==> config.mk <==
export PLATFORM = sky130hd
export DESIGN_NAME = control_sequencer
export DESIGN_NICKNAME = d
export VERILOG_FILES = /design/src/rtl/control_sequencer_pkg.sv /design/src/rtl/control_sequencer_instr_class_decode.sv /design/src/rtl/control_sequencer.sv
export SDC_FILE = /design/constraint.sdc
export NUM_CORES = 1
export LEC_CHECK = 0
export BUFFER_PORTS_ARGS = -buffer_cell sky130_fd_sc_hd__buf_2
export CAP_MARGIN = 20
export CORE_MARGIN = 5
export CORE_UTILIZATION = 44
export DETAILED_ROUTE_END_ITERATION = 8
export GPL_TIMING_DRIVEN = 0
export MAX_ROUTING_LAYER = met4
export PLACE_DENSITY = 0.7
export SLEW_MARGIN = 20
export SYNTH_ARGS = -nofsm -noshare
export SYNTH_HDL_FRONTEND = slang
export SYNTH_HIERARCHICAL = 1
export SYNTH_SLANG_ARGS = --single-unit
export TNS_END_PERCENT = 100
==> constraint.sdc <==
create_clock -name Clock -period 12.4 [get_ports Clock]
set_input_delay 0.62 -clock Clock [delete_from_list [all_inputs] [get_ports Clock]]
set_output_delay 0.62 -clock Clock [all_outputs]
set_load 0.01 [all_outputs]
==> src/rtl/control_sequencer_pkg.sv <==
// Shared definitions for the control sequencer: opcode map, step encoding,
// instruction classes and the registered control-word layout.
package control_sequencer_pkg;

    localparam int unsigned OPW          = 5;
    localparam int unsigned STEP_W       = 3;
    localparam int unsigned MEM_WAIT_DEF = 15;

    // Step encoding; HALT takes the last code so the 3-bit register is dense.
    localparam logic [STEP_W-1:0] STEP_T0   = 3'd0;
    localparam logic [STEP_W-1:0] STEP_T1   = 3'd1;
    localparam logic [STEP_W-1:0] STEP_T2   = 3'd2;
    localparam logic [STEP_W-1:0] STEP_T3   = 3'd3;
    localparam logic [STEP_W-1:0] STEP_T4   = 3'd4;
    localparam logic [STEP_W-1:0] STEP_T5   = 3'd5;
    localparam logic [STEP_W-1:0] STEP_T6   = 3'd6;
    localparam logic [STEP_W-1:0] STEP_HALT = 3'd7;

    localparam logic [OPW-1:0] OPC_ADD  = 5'b00011;
    localparam logic [OPW-1:0] OPC_SUB  = 5'b00100;
    localparam logic [OPW-1:0] OPC_AND  = 5'b00101;
    localparam logic [OPW-1:0] OPC_OR   = 5'b00110;
    localparam logic [OPW-1:0] OPC_ROR  = 5'b00111;
    localparam logic [OPW-1:0] OPC_ROL  = 5'b01000;
    localparam logic [OPW-1:0] OPC_SHR  = 5'b01001;
    localparam logic [OPW-1:0] OPC_SHRA = 5'b01010;
    localparam logic [OPW-1:0] OPC_SHL  = 5'b01011;
    localparam logic [OPW-1:0] OPC_DIV  = 5'b01111;
    localparam logic [OPW-1:0] OPC_MUL  = 5'b10000;
    localparam logic [OPW-1:0] OPC_NEG  = 5'b10001;
    localparam logic [OPW-1:0] OPC_NOT  = 5'b10010;
    localparam logic [OPW-1:0] OPC_NOP  = 5'b11010;
    localparam logic [OPW-1:0] OPC_HALT = 5'b11011;

    typedef enum logic [2:0] {
        CLS_RFMT,
        CLS_MULDIV,
        CLS_UNARY,
        CLS_NOP,
        CLS_HALT,
        CLS_ILL
    } instr_class_t;

    // One registered control word driven onto the Datapath each step.
    typedef struct packed {
        logic           pc_out;
        logic           zlow_out;
        logic           zhigh_out;
        logic           mdr_out;
        logic           mar_in;
        logic           z_in;
        logic           pc_in;
        logic           mdr_in;
        logic           ir_in;
        logic           y_in;
        logic           hi_in;
        logic           lo_in;
        logic           inc_pc;
        logic           read;
        logic           gra;
        logic           grb;
        logic           grc;
        logic           r_in;
        logic           r_out;
        logic [OPW-1:0] alu_op;
        logic           illegal;
        logic           run;
    } ctrl_t;

    // Control word held while in reset: everything idle, still running.
    function automatic ctrl_t ctrl_reset();
        ctrl_t c;
        c     = '0;
        c.run = 1'b1;
        return c;
    endfunction

    // Final execute step of each class; Stop is only honoured there.
    function automatic logic [STEP_W-1:0] last_step(input instr_class_t cls);
        case (cls)
            CLS_RFMT:   return STEP_T5;
            CLS_MULDIV: return STEP_T6;
            CLS_UNARY:  return STEP_T4;
            default:    return STEP_T3;
        endcase
    endfunction

endpackage

==> src/rtl/control_sequencer_instr_class_decode.sv <==
// Combinational opcode classifier.
//   opc    in  OPW  latched or incoming opcode
//   cls_c  out      instruction class (CLS_ILL for anything undecodable)
module control_sequencer_instr_class_decode
    import control_sequencer_pkg::*;
(
    input  logic [OPW-1:0] opc,
    output instr_class_t   cls_c
);

    always_comb begin
        cls_c = CLS_ILL;
        case (opc)
            OPC_ADD, OPC_SUB, OPC_AND, OPC_OR, OPC_ROR,
            OPC_ROL, OPC_SHR, OPC_SHRA, OPC_SHL:  cls_c = CLS_RFMT;
            OPC_MUL, OPC_DIV:                     cls_c = CLS_MULDIV;
            OPC_NEG, OPC_NOT:                     cls_c = CLS_UNARY;
            OPC_NOP:                              cls_c = CLS_NOP;
            OPC_HALT:                             cls_c = CLS_HALT;
            default:                              cls_c = CLS_ILL;
        endcase
    end

endmodule

==> src/rtl/control_sequencer.sv <==
// Hardwired control unit for the single-bus Datapath: fetch T0-T2, execute
// T3-T6, HALT. Every output is a flop loaded with the decode of the next step,
// so strobes are stable for the whole step and drop at once on Reset_n.
// The first cycle after reset release is an idle T0 with no strobes.
//   Clock, Reset_n          clock / async active-low reset
//   IR                      instruction register (opcode IR[31:27])
//   Mem_ready               memory read data valid
//   Stop                    halt request at the next instruction boundary
//   Run                     1 while sequencing
//   PCout..MDRout           bus drivers
//   MARin..HIin/LOin        register loads
//   IncPC, Read             ALU +4 select, memory read
//   Gra, Grb, Grc, Rin, Rout GP register select/strobe
//   Alu_op                  ALU operation code
//   Illegal                 one-cycle fault pulse
module control_sequencer
    import control_sequencer_pkg::*;
#(
    parameter int unsigned MEM_WAIT_MAX = MEM_WAIT_DEF
) (
    input  logic           Clock,
    input  logic           Reset_n,
    input  logic [31:0]    IR,
    input  logic           Mem_ready,
    input  logic           Stop,
    output logic           Run,
    output logic           PCout,
    output logic           Zlowout,
    output logic           Zhighout,
    output logic           MDRout,
    output logic           MARin,
    output logic           Zin,
    output logic           PCin,
    output logic           MDRin,
    output logic           IRin,
    output logic           Yin,
    output logic           HIin,
    output logic           LOin,
    output logic           IncPC,
    output logic           Read,
    output logic           Gra,
    output logic           Grb,
    output logic           Grc,
    output logic           Rin,
    output logic           Rout,
    output logic [OPW-1:0] Alu_op,
    output logic           Illegal
);

    localparam int unsigned WAIT_W = $clog2(MEM_WAIT_MAX + 1);

    logic [STEP_W-1:0] step_q, step_d;
    logic [WAIT_W-1:0] cnt_q, cnt_d;
    logic [OPW-1:0]    opc_q, opc_d;
    logic              launched_q;
    ctrl_t             ctl_q, ctl_d;
    logic [OPW-1:0]    ir_opc_c;
    logic [OPW-1:0]    opc_sel_c;
    instr_class_t      cls_c;
    logic              unused_ir_c;

    assign ir_opc_c    = IR[31:27];
    assign unused_ir_c = ^IR[26:0];

    // In T2 the next step (T3) is decoded from the incoming IR; later steps use the latch.
    assign opc_sel_c = (step_q == STEP_T2) ? ir_opc_c : opc_q;

    control_sequencer_instr_class_decode u_decode (
        .opc   (opc_sel_c),
        .cls_c (cls_c)
    );

    // State, wait counter, opcode latch and registered control word.
    always_ff @(posedge Clock or negedge Reset_n) begin
        if (!Reset_n) begin
            step_q     <= STEP_T0;
            cnt_q      <= '0;
            opc_q      <= '0;
            launched_q <= 1'b0;
            ctl_q      <= ctrl_reset();
        end else begin
            step_q     <= step_d;
            cnt_q      <= cnt_d;
            opc_q      <= opc_d;
            launched_q <= 1'b1;
            ctl_q      <= ctl_d;
        end
    end

    // Next step and the control word that step will drive.
    always_comb begin
        step_d    = step_q;
        cnt_d     = cnt_q;
        opc_d     = opc_q;
        ctl_d     = '0;
        ctl_d.run = 1'b1;

        if (!launched_q) begin
            step_d = STEP_T0;
        end else begin
            case (step_q)
                STEP_T0: step_d = STEP_T1;
                STEP_T1: begin
                    if (Mem_ready) begin
                        step_d = STEP_T2;
                        cnt_d  = '0;
                    end else if (cnt_q == WAIT_W'(MEM_WAIT_MAX - 1)) begin
                        step_d        = STEP_HALT;
                        cnt_d         = '0;
                        ctl_d.illegal = 1'b1;
                    end else begin
                        cnt_d = cnt_q + WAIT_W'(1);
                    end
                end
                STEP_T2: begin
                    step_d = STEP_T3;
                    opc_d  = ir_opc_c;
                end
                STEP_HALT: step_d = STEP_HALT;
                default: begin
                    if (step_q == last_step(cls_c)) begin
                        step_d = (Stop || (cls_c == CLS_HALT)) ? STEP_HALT : STEP_T0;
                    end else begin
                        step_d = step_q + 3'd1;
                    end
                end
            endcase
        end

        case (step_d)
            STEP_T0: begin
                ctl_d.pc_out = 1'b1;
                ctl_d.mar_in = 1'b1;
                ctl_d.inc_pc = 1'b1;
                ctl_d.z_in   = 1'b1;
            end
            STEP_T1: begin
                ctl_d.zlow_out = 1'b1;
                ctl_d.read     = 1'b1;
                ctl_d.mdr_in   = 1'b1;
                // PC loads only on the T0->T1 edge, never on wait-state re-entries.
                ctl_d.pc_in    = launched_q && (step_q == STEP_T0);
            end
            STEP_T2: begin
                ctl_d.mdr_out = 1'b1;
                ctl_d.ir_in   = 1'b1;
            end
            STEP_T3: begin
                case (cls_c)
                    CLS_RFMT: begin
                        ctl_d.grb   = 1'b1;
                        ctl_d.r_out = 1'b1;
                        ctl_d.y_in  = 1'b1;
                    end
                    CLS_MULDIV: begin
                        ctl_d.gra   = 1'b1;
                        ctl_d.r_out = 1'b1;
                        ctl_d.y_in  = 1'b1;
                    end
                    CLS_UNARY: begin
                        ctl_d.grb    = 1'b1;
                        ctl_d.r_out  = 1'b1;
                        ctl_d.alu_op = opc_sel_c;
                        ctl_d.z_in   = 1'b1;
                    end
                    CLS_ILL: ctl_d.illegal = 1'b1;
                    default: ;
                endcase
            end
            STEP_T4: begin
                case (cls_c)
                    CLS_RFMT: begin
                        ctl_d.grc    = 1'b1;
                        ctl_d.r_out  = 1'b1;
                        ctl_d.alu_op = opc_sel_c;
                        ctl_d.z_in   = 1'b1;
                    end
                    CLS_MULDIV: begin
                        ctl_d.grb    = 1'b1;
                        ctl_d.r_out  = 1'b1;
                        ctl_d.alu_op = opc_sel_c;
                        ctl_d.z_in   = 1'b1;
                    end
                    CLS_UNARY: begin
                        ctl_d.zlow_out = 1'b1;
                        ctl_d.gra      = 1'b1;
                        ctl_d.r_in     = 1'b1;
                    end
                    default: ;
                endcase
            end
            STEP_T5: begin
                case (cls_c)
                    CLS_RFMT: begin
                        ctl_d.zlow_out = 1'b1;
                        ctl_d.gra      = 1'b1;
                        ctl_d.r_in     = 1'b1;
                    end
                    CLS_MULDIV: begin
                        ctl_d.zlow_out = 1'b1;
                        ctl_d.lo_in    = 1'b1;
                    end
                    default: ;
                endcase
            end
            STEP_T6: begin
                ctl_d.zhigh_out = 1'b1;
                ctl_d.hi_in     = 1'b1;
            end
            STEP_HALT: ctl_d.run = 1'b0;
            default: ;
        endcase
    end

    assign Run      = ctl_q.run;
    assign PCout    = ctl_q.pc_out;
    assign Zlowout  = ctl_q.zlow_out;
    assign Zhighout = ctl_q.zhigh_out;
    assign MDRout   = ctl_q.mdr_out;
    assign MARin    = ctl_q.mar_in;
    assign Zin      = ctl_q.z_in;
    assign PCin     = ctl_q.pc_in;
    assign MDRin    = ctl_q.mdr_in;
    assign IRin     = ctl_q.ir_in;
    assign Yin      = ctl_q.y_in;
    assign HIin     = ctl_q.hi_in;
    assign LOin     = ctl_q.lo_in;
    assign IncPC    = ctl_q.inc_pc;
    assign Read     = ctl_q.read;
    assign Gra      = ctl_q.gra;
    assign Grb      = ctl_q.grb;
    assign Grc      = ctl_q.grc;
    assign Rin      = ctl_q.r_in;
    assign Rout     = ctl_q.r_out;
    assign Alu_op   = ctl_q.alu_op;
    assign Illegal  = ctl_q.illegal;

endmodule

======== After elaboration in Yosys (flattened, before gate mapping) ========
Memories as Yosys holds them, arrays and structs flattened.
Index checks and enable logic that the tools add are counted.
storage, ports and cells
  memories ................................ 1
  input port bits ......................... 36
  output and inout port bits .............. 26
  bits in registers ....................... 35
  logic and storage cells ................. 92
  bits in read-only memories .............. 96
operators by class
  equality and inequality tests ........... 16
  multiplexer cells ....................... 41
  add/sub/neg operators ................... 2
  reduce and logical (&&, ||, !) cells .... 10
memory list
  name              depth  width  read ports  clocked after Yosys merged registers in  wr ports  line                                        text
  (name not given)  32     3      1           0                                        0         control_sequencer_instr_class_decode.sv:13  case (opc)
operators by type and width
  cell                   count
  $eq A3 B3 Y1 const B   7
  $mux W3                7
  $mux W1                20
  $eq A3 B2 Y1 const B   4
  $pmux W3 S4            1
  $pmux W6 S2            1
  $mux W5                2
  $eq A3 B1 Y1 const B   3
  $logic_not A3 Y1       3
  $pmux W1 S3            3
  $pmux W3 S3            1
  $mux W4                2
  $mux W6                1
  $add A4 B1 Y4 const B  1
  $eq A4 B4 Y1 const B   1
  $pmux W1 S2            2
  $reduce_or A2 Y1       2
  $reduce_or A4 Y1       1
  $add A3 B1 Y3 const B  1
  $eq A3 B3 Y1           1
  $reduce_or A3 Y1       1
  $mux W2                1
  $reduce_and A2 Y1      1
  $logic_and A1 B1 Y1    1
  $logic_or A1 B1 Y1     1

======== Longest topological paths before layout ========
An unclocked memory read counts as a cell.
  depth in word-level cells ............... 13
  mapped depth ............................ 19

======== Modules after synthesis ========
Netlist, hierarchy kept.
modules (own cells, without submodules)
  module                                cells each  seq. area each (sq um)  times used  area an instance (sq um)
  control_sequencer                     178         852.1                   1           1808.0
  control_sequencer_instr_class_decode  18          0.0                     1           121.4

======== Worst setup path before layout ========
OpenSTA, ideal clock, no wires.
  path kind ............................... register to register
  start ................................... reg step_q[0]
  end ..................................... reg ctl_q (netlist bit Gra)
  path slack .............................. 8348 ps
  clock period less this slack ............ 4052 ps
  stages on the path, launching flop included .. 19
  arrival ................................. 3957 ps
  setup time .............................. 95 ps
  data required time ...................... 12305 ps
  cells stage by stage .................... dfrtp_1 -> inv_1 -> ha_1 -> nor2b_1 -> clkbuf_1 -> mux2i_1 -> inv_1 -> inv_1 -> ha_1 -> nor2_1 -> a21oi_1 -> nor3b_1 -> nor3b_2 -> a32oi_2 -> a311o_1 -> o21ai_1 -> buf_2 -> nand2_1 -> o32ai_2
RTL lines
  what                    line                     text
  start, declared         control_sequencer.sv:52  logic [STEP_W-1:0] step_q, step_d;
  start signal, assigned  control_sequencer.sv:82  step_q <= step_d;
  end signal, assigned    control_sequencer.sv:80  ctl_q <= ctrl_reset();
  end signal, assigned    control_sequencer.sv:86  ctl_q <= ctl_d;
  end, declared           control_sequencer.sv:56  ctrl_t ctl_q, ctl_d;

==> impl_metrics.json <==
{
  "synthesis.area_um2": 1930,
  "synth_largest_area_cell": "dfrtp_1",
  "reg2reg_from": "step_q[0]$_DFF_PN0_",
  "port_buffers": 34,
  "tns_ps": 0,
  "drv_slew": 0,
  "track_usage_pct": 15.6,
  "cts_max_level": 2,
  "routed_via_density": 5.42,
  "ios": 62,
  "path_clk_slew_ps": 70,
  "p_leak_nw": 1.10,
  "num_rows": 24,
  "wl_per_cell_um": 14.0,
  "nFillCells": 410,
  "cp_max_fo": 10,
  "syn_nets": 242,
  "num_antenna_cells": 0,
  "cellPowerDensity_nw_per_um2": 235,
  "cts_tree": "built",
  "worst_ir_drop_vdd_v": 0.0000706,
  "ff2ff_path_depth": 18,
  "max_cap_viol_count": 0,
  "yosysSeqAreaShare_pct": 44.2,
  "critPathLaunchType": "flop",
  "p_total_mw": 0.529,
  "synthCells": 196,
  "period_minus_slack_ps": 4950,
  "crit_required_ps": 12610,
  "fmaxAchievable_mhz": 202,
  "worst_slew_pin_slew_ps": 982,
  "dieArea_um2": 5810,
  "overflow": 0,
  "drtIter0Drc": 66,
  "routed_wl_um": 4060,
  "hold_class": "in2async",
  "die_x_um": 76.2,
  "end_kind": "flop",
  "antenna_left": 0,
  "synth.ff_latch_count": 34,
  "post_cts_buffers": 0,
  "rsz0062_at_grt": "no",
  "ys.flop_type": "dfrtp_1",
  "slew_headroom_pct": 34.4,
  "clk_latency_ps": 290,
  "hold_buffers": 0,
  "yosysTopAreaCellShare_pct": 42.8,
  "synth_common_cells": "33 x dfrtp_1, 17 x nor2_1, 13 x inv_1, 13 x o21ai_0, 12 x a21oi_1",
  "numCtsBuffers": 5,
  "grt_pass1_wl_um": 7220,
  "synthTopCellsByArea": "dfrtp_1 43%, ha_1 6.5%, o21ai_0 3.4%",
  "r2r_slack_ps": 7450,
  "initial_core_util_pct": 44.9,
  "cts_buffer_depth": 2,
  "area_delta_synth_final_pct": 16.9,
  "die_h_um": 76.2,
  "syn_avg_cell_area_um2": 9.84,
  "antenna_found_initial": 0,
  "num-nets-final": 283,
  "ys_warn_count": 6,
  "grt_max_degree": 35,
  "cts_resized": 0,
  "post-route-period-util_pct": 40.0,
  "layout-drive-gt1-share_pct": 27.3,
  "clock_skew_ps": 6.09,
  "grt_pass1_vias": 1606,
  "clockRootBuffer": "clkbuf_8",
  "clock_sinks": 34,
  "critPathArrivalTime_ps": 5160,
  "finalHoldViolCount": 0,
  "ys_types": 56,
  "criticalPathCategory": "reg2reg",
  "yosysMostFrequentCell": "dfrtp_1",
  "drc_errors": 0,
  "setup_violations": 0,
  "routabilityCongestion": 0.874,
  "final_util_pct": 52.5,
  "r2r-end": "Alu_op[1]$_DFF_PN0_",
  "synth_edf_count": 0,
  "coreArea_um2": 4290,
  "ys_async_sr_fraction_pct": 100,
  "drtPass1Iterations": 4,
  "dp_hpwl_um": 3030,
  "outcome": "completed",
  "vias": 1572
}
-- through the flow --
step	instance area [µm²]	hold slack (ps)	instances	setup WS, ps
after floorplan	1930	324	196	8350
after global placement	2160	468	282	7590
after detailed placement	2160	481	282	7450
after CTS	2260	418	290	7410
after global routing	2260	457	290	6970
final	2260	384	290	7450
-- report_power, final --
group	total (mW)	switching [mW]	internal, mW
clock	0.0832	0.0385	0.0447
combinational	0.286	0.178	0.108
sequential	0.160	0.0198	0.140
-- cell type report --
cell class                 count  area (µm²)  share of cell area (%)
inverter                      14        52.6                    2.33
timing repair buffer          34         170                    7.54
sequential                    34         852                    37.8
tap                           52        65.1                    2.88
buffer                        11        63.8                    2.83
clock buffer                   7        86.3                    3.83
multi-input combinational    137         961                    42.6
clock inverter                 1        5.00                   0.222
-- cells by family (layout without fill, tap and decap cells) --
kind of cell	count (synthesis)	count (layout)	synth area share, %
multiplexers	5	5	2.59
buffers and inverters	25	67	6.03
XOR/XNOR	1	1	0.454
other	1	1	0.194
flip-flops	34	34	44.2
AO/OA/AOI/OAI	48	48	18.2
adder cells (fa/ha/maj)	10	10	6.49
AND/OR/NAND/NOR	72	72	21.9
-- layout by cell type, fill, tap and decap left out, drive strengths merged, types with 2 or more instances in the layout --
cell,n
nor2,18
and3b,2
nand3,5
nor4,3
a21oi,12
a31oi,2
nand4,3
nor2b,6
o21ai,14
o31ai,2
clkbuf,10
nor4b,2
buf,42
or2,2
nand2,9
nand3b,3
a21o,3
ha,10
dfrtp,33
inv,14
o211ai,2
nor3b,5
nor3,7
mux2i,5
-- metal layers --
metal  vias to the layer above  routed length, µm  global-route usage, %
met4                         0                116                   7.69
li1                        779                  -                      -
met1                       757               1850                   18.1
met5                         -                  0                      -
met3                         8                181                   4.49
met2                        28               1910                   24.6
-- how the worst max path moves through the flow --
stage / startpoint / endpoint / slack, ps / cells past startpoint
finish: step_q[0]$_DFF_PN0_ / Alu_op[1]$_DFF_PN0_ / 7450 / 18
global route: step_q[0]$_DFF_PN0_ / Alu_op[1]$_DFF_PN0_ / 6970 / 18
CTS: step_q[0]$_DFF_PN0_ / Alu_op[1]$_DFF_PN0_ / 7410 / 18
detailed placement: step_q[0]$_DFF_PN0_ / Alu_op[1]$_DFF_PN0_ / 7450 / 18
global placement: step_q[0]$_DFF_PN0_ / Gra$_DFF_PN0_ / 7590 / 18
floorplan: step_q[0]$_DFF_PN0_ / Gra$_DFF_PN0_ / 8350 / 18
-- flip-flops by register name, indices dropped and copies added (netlist names), 3 cells and up --
name    cells
Alu_op      5
opc_q       5
cnt_q       4
step_q      3
-- worst max-delay path: stages, from the launching register on --
cell and delay [ps]:
dfrtp_1 480, inv_1 150, ha_1 230, nor2b_1 140, clkbuf_1 350, mux2i_1 330
inv_1 120, inv_1 70, ha_1 220, nor2_1 140, a21oi_1 60, nor3b_1 790
nor3b_2 460, a32oi_2 160, a311o_1 360, o21ai_1 150, buf_2 240, o211ai_2 190
a21oi_1 220
No activity file was read; power rests on OpenSTA's default activity.
